==> config.mk <==
export PLATFORM = sky130hd
export DESIGN_NAME = lc3b_mem_unit
export DESIGN_NICKNAME = d
export VERILOG_FILES = /design/src/rtl/lc3b_mem_unit_pkg.sv /design/src/rtl/lc3b_byte_lane.sv /design/src/rtl/lc3b_mem_unit.sv
export SDC_FILE = /design/constraint.sdc
export NUM_CORES = 1
export LEC_CHECK = 0
export CAP_MARGIN = 10
export CELL_PAD_IN_SITES_DETAIL_PLACEMENT = 0
export CELL_PAD_IN_SITES_GLOBAL_PLACEMENT = 1
export CORE_MARGIN = 5
export CORE_UTILIZATION = 35
export CTS_CLUSTER_DIAMETER = 200
export DETAILED_ROUTE_END_ITERATION = 7
export PLACE_DENSITY_LB_ADDON = 0.1
export SYNTH_ARGS = -nofsm -noshare
export SYNTH_HDL_FRONTEND = slang
export SYNTH_SLANG_ARGS = --single-unit
export TNS_END_PERCENT = 50
==> constraint.sdc <==
create_clock -name clk -period 2.9 [get_ports clk]
set_clock_uncertainty 0.2 [all_clocks]
set_input_delay 0.435 -clock clk [delete_from_list [all_inputs] [get_ports clk]]
set_output_delay 0.435 -clock clk [all_outputs]
set_load 0.03 [all_outputs]
==> src/rtl/lc3b_mem_unit_pkg.sv <==
// Shared LC-3b types for the memory stage: word/byte types, the opcode
// encoding, the slice of the decode control word this stage consumes and
// the memory-sequencer state enum.
package lc3b_mem_unit_pkg;

  typedef logic [15:0] lc3b_word;
  typedef logic [7:0]  lc3b_byte;

  typedef enum logic [3:0] {
    op_br   = 4'b0000,
    op_add  = 4'b0001,
    op_ldb  = 4'b0010,
    op_stb  = 4'b0011,
    op_jsr  = 4'b0100,
    op_and  = 4'b0101,
    op_ldr  = 4'b0110,
    op_str  = 4'b0111,
    op_rti  = 4'b1000,
    op_not  = 4'b1001,
    op_ldi  = 4'b1010,
    op_sti  = 4'b1011,
    op_jmp  = 4'b1100,
    op_shf  = 4'b1101,
    op_lea  = 4'b1110,
    op_trap = 4'b1111
  } lc3b_opcode;

  typedef struct packed {
    lc3b_opcode opcode;
    logic       mem_read;
    logic       mem_write;
  } lc3b_control_word;

  typedef enum logic [1:0] {
    IDLE = 2'b00,
    ACC1 = 2'b01,
    ACC2 = 2'b10,
    DONE = 2'b11
  } lc3b_mem_state;

  function automatic logic is_byte_op(input lc3b_opcode op);
    return (op == op_ldb) || (op == op_stb);
  endfunction

  function automatic logic is_indirect_op(input lc3b_opcode op);
    return (op == op_ldi) || (op == op_sti);
  endfunction

endpackage

==> src/rtl/lc3b_byte_lane.sv <==
// Byte-lane steering for the data-memory port: byte enables and replicated
// write data for STB, and zero-extended byte extraction for LDB. Word
// accesses pass through with both lanes enabled.
module lc3b_byte_lane
  import lc3b_mem_unit_pkg::*;
(
  input  logic       byte_op,
  input  logic       store_op,
  input  logic       addr0,
  input  lc3b_word   store_data,
  input  lc3b_word   rdata,
  output logic [1:0] byte_enable,
  output lc3b_word   wdata,
  output lc3b_word   load_data
);

  lc3b_byte sel_byte;

  // Select lanes from address bit 0; the odd byte lives in the high half.
  always_comb begin
    sel_byte    = addr0 ? rdata[15:8] : rdata[7:0];
    byte_enable = 2'b11;
    wdata       = store_data;
    load_data   = rdata;
    if (byte_op) begin
      wdata     = {store_data[7:0], store_data[7:0]};
      load_data = {8'h00, sel_byte};
      if (store_op) begin
        byte_enable = addr0 ? 2'b10 : 2'b01;
      end
    end
  end

endmodule

==> src/rtl/lc3b_mem_unit.sv <==
// LC-3b memory-stage sequencer: runs the data-memory handshake for
// LDR/STR/LDB/STB/LDI/STI/TRAP (including the two-access indirect forms),
// stalls upstream until the access retires and holds the load result.
// Optional feature macro: LC3B_MEM_ALIGN_CHECK_EN (odd word accesses are
// flagged as misaligned instead of silently rounded down).
module lc3b_mem_unit
  import lc3b_mem_unit_pkg::*;
(
  input  logic             clk,
  input  logic             reset_n,
  input  logic             valid_in,
  input  lc3b_control_word ctrl,
  input  lc3b_word         address,
  input  lc3b_word         store_data,
  output lc3b_word         dmem_address,
  output logic             dmem_read,
  output logic             dmem_write,
  output logic [1:0]       dmem_byte_enable,
  output lc3b_word         dmem_wdata,
  input  lc3b_word         dmem_rdata,
  input  logic             dmem_resp,
  output lc3b_word         mem_data_out,
  output logic             stall,
  output logic             done,
  output logic             misaligned
);

  lc3b_mem_state state_reg, state_next;
  lc3b_opcode    opcode_reg;
  lc3b_word      addr_reg, sdata_reg, mem_data_reg;
  logic [15:1]   ptr_reg;

  logic       mem_op, is_byte, is_ind, acc1_write, acc2_write;
  logic       misalign_start, misalign_ptr;
  logic [1:0] lane_be;
  lc3b_word   lane_wdata, lane_load;

  assign mem_op     = valid_in & (ctrl.mem_read | ctrl.mem_write);
  assign is_byte    = is_byte_op(opcode_reg);
  assign is_ind     = is_indirect_op(opcode_reg);
  assign acc1_write = (opcode_reg == op_str) || (opcode_reg == op_stb);
  assign acc2_write = (opcode_reg == op_sti);

  lc3b_byte_lane u_lane (
    .byte_op     (is_byte),
    .store_op    (acc1_write),
    .addr0       (addr_reg[0]),
    .store_data  (sdata_reg),
    .rdata       (dmem_rdata),
    .byte_enable (lane_be),
    .wdata       (lane_wdata),
    .load_data   (lane_load)
  );

`ifdef LC3B_MEM_ALIGN_CHECK_EN
  logic misalign_reg;
  assign misalign_start = ~is_byte_op(ctrl.opcode) & address[0];
  assign misalign_ptr   = is_ind & dmem_rdata[0];
  assign misaligned     = (state_reg == DONE) & misalign_reg;

  // Remember whether the current op was aborted for alignment.
  always_ff @(posedge clk) begin
    if (!reset_n) begin
      misalign_reg <= 1'b0;
    end else if (state_reg == IDLE && mem_op) begin
      misalign_reg <= misalign_start;
    end else if (state_reg == ACC1 && dmem_resp && misalign_ptr) begin
      misalign_reg <= 1'b1;
    end
  end
`else
  assign misalign_start = 1'b0;
  assign misalign_ptr   = 1'b0;
  assign misaligned     = 1'b0;
`endif

  // State register.
  always_ff @(posedge clk) begin
    if (!reset_n) state_reg <= IDLE;
    else          state_reg <= state_next;
  end

  // Next-state: each access state waits for its response; DONE lasts one cycle.
  always_comb begin
    state_next = state_reg;
    case (state_reg)
      IDLE: if (mem_op) state_next = misalign_start ? DONE : ACC1;
      ACC1: if (dmem_resp) state_next = (is_ind && !misalign_ptr) ? ACC2 : DONE;
      ACC2: if (dmem_resp) state_next = DONE;
      default: state_next = IDLE;
    endcase
  end

  // Latch the instruction on entry, the pointer after ACC1 and load results on retire.
  // Stores leave mem_data_out untouched; only reads produce a result.
  always_ff @(posedge clk) begin
    if (!reset_n) begin
      opcode_reg   <= op_br;
      addr_reg     <= '0;
      sdata_reg    <= '0;
      ptr_reg      <= '0;
      mem_data_reg <= '0;
    end else begin
      case (state_reg)
        IDLE: if (mem_op) begin
          opcode_reg <= ctrl.opcode;
          addr_reg   <= address;
          sdata_reg  <= store_data;
          if (misalign_start) mem_data_reg <= '0;
        end
        ACC1: if (dmem_resp) begin
          if (is_ind) begin
            ptr_reg <= dmem_rdata[15:1];
            if (misalign_ptr) mem_data_reg <= '0;
          end else if (!acc1_write) begin
            mem_data_reg <= lane_load;
          end
        end
        ACC2: if (dmem_resp && !acc2_write) mem_data_reg <= dmem_rdata;
        default: ;
      endcase
    end
  end

  // Drive the memory port only while an access state is active.
  always_comb begin
    dmem_address     = '0;
    dmem_read        = 1'b0;
    dmem_write       = 1'b0;
    dmem_byte_enable = 2'b00;
    dmem_wdata       = '0;
    case (state_reg)
      ACC1: begin
        dmem_address     = is_byte ? addr_reg : {addr_reg[15:1], 1'b0};
        dmem_write       = acc1_write;
        dmem_read        = ~acc1_write;
        dmem_byte_enable = lane_be;
        dmem_wdata       = lane_wdata;
      end
      ACC2: begin
        dmem_address     = {ptr_reg, 1'b0};
        dmem_write       = acc2_write;
        dmem_read        = ~acc2_write;
        dmem_byte_enable = 2'b11;
        dmem_wdata       = sdata_reg;
      end
      default: ;
    endcase
  end

  assign stall        = ((state_reg == IDLE) & mem_op) | (state_reg == ACC1) | (state_reg == ACC2);
  assign done         = (state_reg == DONE);
  assign mem_data_out = mem_data_reg;

endmodule

# Word level (Yosys, flattened, before mapping)
# Cells that the tools add are included.
[classes]
mux = 22
eq_ne = 14
n_bitwise = 7
reduce_logical = 11
[ops]
columns = ["cell", "n"]
rows = [
  ["16-bit two-way mux", 6],
  ["16-bit case mux with 2 select lines", 3],
  ["2-bit two-way mux", 6],
  ["2-bit != test, second input constant", 6],
  ["4-bit by 2-bit equality test with 1-bit output, second input constant", 2],
  ["4-bit equality test, second input constant", 2],
  ["8-bit two-way mux", 1],
  ["2-bit case mux with 3 select lines", 1],
  ["3-bit AND reduction", 2],
  ["5-bit AND reduction", 1],
  ["2-bit equality test, second input constant", 2],
  ["4-bit by 3-bit equality test with 1-bit output, second input constant", 1],
  ["1-bit case mux with 2 select lines", 2],
  ["2-bit case mux with 2 select lines", 1],
  ["1-bit logical OR", 3],
  ["1-bit bitwise OR", 3],
  ["1-bit AND", 2],
  ["2-bit by 1-bit equality test with 1-bit output, second input constant", 1],
  ["2-bit logical NOT", 1],
  ["1-bit two-way mux", 2],
  ["1-bit NOT", 2],
  ["2-bit AND reduction", 1],
  ["2-bit nonzero test", 1],
  ["1-bit logical AND", 1],
  ["1-bit logical NOT", 1],
]
[word_totals]
inputBits = 58
elab_cells = 60
out_inout_bits = 55
register_bits = 69

# Longest topological paths before layout
# Gate-level depths: netlist of run 1.
[depth]
depth_word = 7
ltp_mapped = 9
mapped_depth_nobuf = 6

# Modules after synthesis
# From an unflattened synthesis of run 1, not the netlist that was laid out.
[hier_totals]
cells_unflattened = 399
area_unflattened_um2 = 3669.8
[by_module_without_submodules]
columns = ["module", "instances", "area_each_um2", "cells_per_inst", "seq_area_each_um2"]
rows = [
  ["lc3b_mem_unit", 1, 3309.4, 362, 1381.3],
  ["lc3b_byte_lane", 1, 360.3, 37, 0.0],
]

# Least setup slack after synthesis of run 1
# No wires, ideal clock.
[synth_timing]
kind = "register -> output"
start = "reg state_reg[0]"
end = "out dmem_wdata[10]"
path_stages_with_launch = 8
n_path_buf = 2
path_slack_ns = 0.537
arrival_ns = 1.728
required_time_ns = 2.265
path_cell_list = "dfxtp_1 > inv_1 > ha_1 > and2_1 > buf_2 > and2_0 > clkbuf_1 > a22o_1"
[synth_via]
elab_chain_cells = 2
word_cells_on_any_way = 3
cone_classes = "eq/ne (2); mux (1)"
[synth_lines]
columns = ["element", "line", "text"]
rows = [
  ["from (decl)", "lc3b_mem_unit.sv:28", "lc3b_mem_state state_reg, state_next;"],
  ["from (signal assigned)", "lc3b_mem_unit.sv:80", "else state_reg <= state_next;"],
  ["2-bit equality test or 2-bit by 1-bit equality test with 1-bit output (tied branches)", "lc3b_mem_unit.sv:132", "case (state_reg)"],
  ["16-bit case mux with 2 select lines *", "lc3b_mem_unit.sv:132", ""],
  ["to (decl)", "lc3b_mem_unit.sv:19", "output lc3b_word dmem_wdata,"],
]
# Every way passes the cells marked *; elsewhere a longest branch is shown, timed or not.

# Final worst setup path of run 1
[layout_timing]
start = "reg state_reg[0]"
end = "out dmem_wdata[12]"
# Same word-level chain as after synthesis.

==> results of run 1 <==
path summary, 6_finish.rpt:
path | startpoint | to | slack (ps) | cells after the start
worst max-delay path | state_reg[0] | dmem_wdata[12] | 160 | 6
worst min-delay path | sdata_reg[13] | sdata_reg[13] | 250 | 2
worst max register to register | state_reg[0] | mem_data_out[6] | 790 | 7
worst min register to register | sdata_reg[13] | sdata_reg[13] | 250 | 2
per-stage QoR:
step           total power [W]  cell area (µm²)  std cells    util  hold slack [ps]
2_1_floorplan         0.001959             3297        401       -            234.7
3_3_place_gp          0.002398             4472        603  0.4863            241.8
3_5_place_dp          0.002409             4472        603  0.4863            245.0
4_1_cts               0.003326             4697        619  0.5107            255.5
5_1_grt               0.003488             4706        619  0.5117            269.5
6_report              0.003286             4706        619  0.5117            254.5
power breakdown:
group / switching, W / leakage [nW] / internal (W)
clock: 0.000376 / 0.116 / 0.000533
sequential: 0.0000838 / 0.562 / 0.00108
combinational: 0.000722 / 1.28 / 0.000489
timing repair:
item	4_1_cts	5_1_grt
hold buffers	0	0
setup endpoints to repair	18	11
buffers inserted	0	0
gates resized for setup	13	4
cells in the final DEF (no fill, tap or decap), types with 4 or more instances in the layout:
cell type and count:
and2_1 10, mux2i_1 9, inv_1 4, a22o_1 23
nor2b_1 5, dfxtp_1 69, buf_4 32, dlygate4sd2_1 10
and3_1 9, nor2_1 10, nand2_1 124, a21oi_1 9
a21boi_1 59, o41ai_1 8, clkdlybuf4s50_1 74, clkbuf_8 11
critical path, cell delays in order, from the launching register on:
cell and delay, ps:
dfxtp_1 390, inv_1 90, ha_1 390, and2_1 220, and2_2 260, a22o_1 260
buf_4 170
cell type report:
class,count,area [µm²],share of cell area
Timing Repair Buffer,123,1171,0.2489
Clock buffer,11,151.4,0.03217
Sequential cell,69,1381,0.2935
Tap cell,111,138.9,0.02951
Clock inverter,5,81.33,0.01728
Multi-Input combinational cell,295,1763,0.3746
Inverter,5,18.77,0.003988
per-layer routing:
layer | vias up | global-route usage | part of all wire
met5 | - | 0 | 0
met1 | 1414 | 0.2381 | 0.50
met4 | 0 | 0.05388 | 0.015
met2 | 71 | 0.2534 | 0.44
li1 | 1568 | - | -
met3 | 13 | 0.03853 | 0.048
cells by family (layout without fill, tap and decap cells):
family	after synthesis	count (layout)	share of synthesized area
buf+inv	37	144	0.04895
flops	69	69	0.4190
simple gates	171	171	0.2319
mux	9	9	0.02733
other cells	1	1	0.001137
compound gates	110	110	0.2565
fa+ha+maj	4	4	0.01518
==> flow_summary.yaml, run 1 <==
synthesis:
  async_flop_share: 0
  synth_top_area_cell: "dfxtp_1"
  syn-cell-area_mm2: 0.003297
  ys_seq_elements: 69
  syn_nets: 463
  ys_types: 40
  avgSynthCellArea_um2: 8.222
  synth_edf_count: 0
  synth.most_common_cell: "nand2_1"
  synth_seq_area_share: 0.4190
  ys.flop_type: "dfxtp_1"
  yosys-top-cells-count: "nand2_1 (124), dfxtp_1 (69), a21boi_1 (59)"
  synthTopCellsByArea: "dfxtp_1 (42%), nand2_1 (14%), a21boi_1 (13%), a22o_1 (6.1%), mux2i_1 (2.7%)"
  syn_inst: 401
  synth_top_area_share: 0.4190
  synth_warnings: 0
route:
  drtIter0Drc: 144
  drc: 0
  first_pass_iters: 4
  wl_per_cell_um: 15.55
  dr_total_vias: 3066
  via_per_inst: 4.953
  route.antenna.remaining_nets: 0
  drt-total-wl_um: 9626
layout:
  drive_gt1_frac: 0.1220
  diodes: 0
  nets: 565
  fillers: 891
  syn_to_final_growth_pct: 42.73
min_path:
  hold_path.class: "reg2reg"
global_routing:
  grt.overflow.total: 0
  grt_max_degree: 71
  grt_antenna_before_repair: 0
  grt_use_total: 0.1686
  grt_pass1_wl_um: 15380
  grt_pass1_vias: 2899
place:
  hpwlAfterDp_um: 6943
  place_congestion: 0.8355
  pre_cts_ws_ps: 244.9
  io_buffers: 111
worst_setup_path:
  start_kind: "flip-flop"
  worstSetupEndpointType: "primary output"
  required_ps: 2270
  worst-setup-path-type: "reg2out"
  crit_fanout: 8
  critical_path_arrival_ps: 2100
floorplanning:
  num_rows: 35
  ios: 113
  core_area_mm2: 0.009196
  start_util: 0.3585
  die_h_um: 107.1
  die_x_um: 107.1
  die-area_mm2: 0.01146
sta:
  drv_slew: 0
  rsz0062_at_grt: "no"
  post-route-min-period_ps: 2736
  finalSetupTns_ps: 0
  relSlewSlack: 0.5759
  finalCritPeriodShare: 0.9435
  fin_ws_ps: 163.8
  worstMarginPinSlew_ps: 636.2
  timing.fmax_mhz: 365.5
  setup_viol: 0
  hold_viol: 0
clock_network:
  cts_tree: "yes"
  clock_path_buffers: 2
  clockRootBuffer: "clkbuf_8"
  clkTransAtPathRegs_ps: 70
  htreeDepth: 3
  clock-sinks: 69
  numCtsBuffers: 9
  clk-insertion-delay-late_ps: 340
pwr:
  irDropWorstVdd_uv: 252.6
  p_leak_nw: 1.957
  p_per_area_mw_per_mm2: 698.2
run_status:
  outcome: "finished, final reports clean"
flow_run:
  drv_cap: 0
Note: power is estimated with default switching activity, not from simulation.
==> inputs of run 2 (changes only) <==
ABC_CLOCK_PERIOD_IN_PS = 2900   (was default)
CAP_MARGIN = default   (was 10)
==> results of run 2 <==
No change in the layout: final DEF, timing and power equal those of run 1.
==> inputs of run 3 (changes only) <==
ABC_CLOCK_PERIOD_IN_PS = default   (was 2900)
GPL_ROUTABILITY_DRIVEN = 0   (was default)
TNS_END_PERCENT = 10   (was 50)
==> results of run 3 <==
No change in the layout: final DEF, timing and power equal those of run 1.
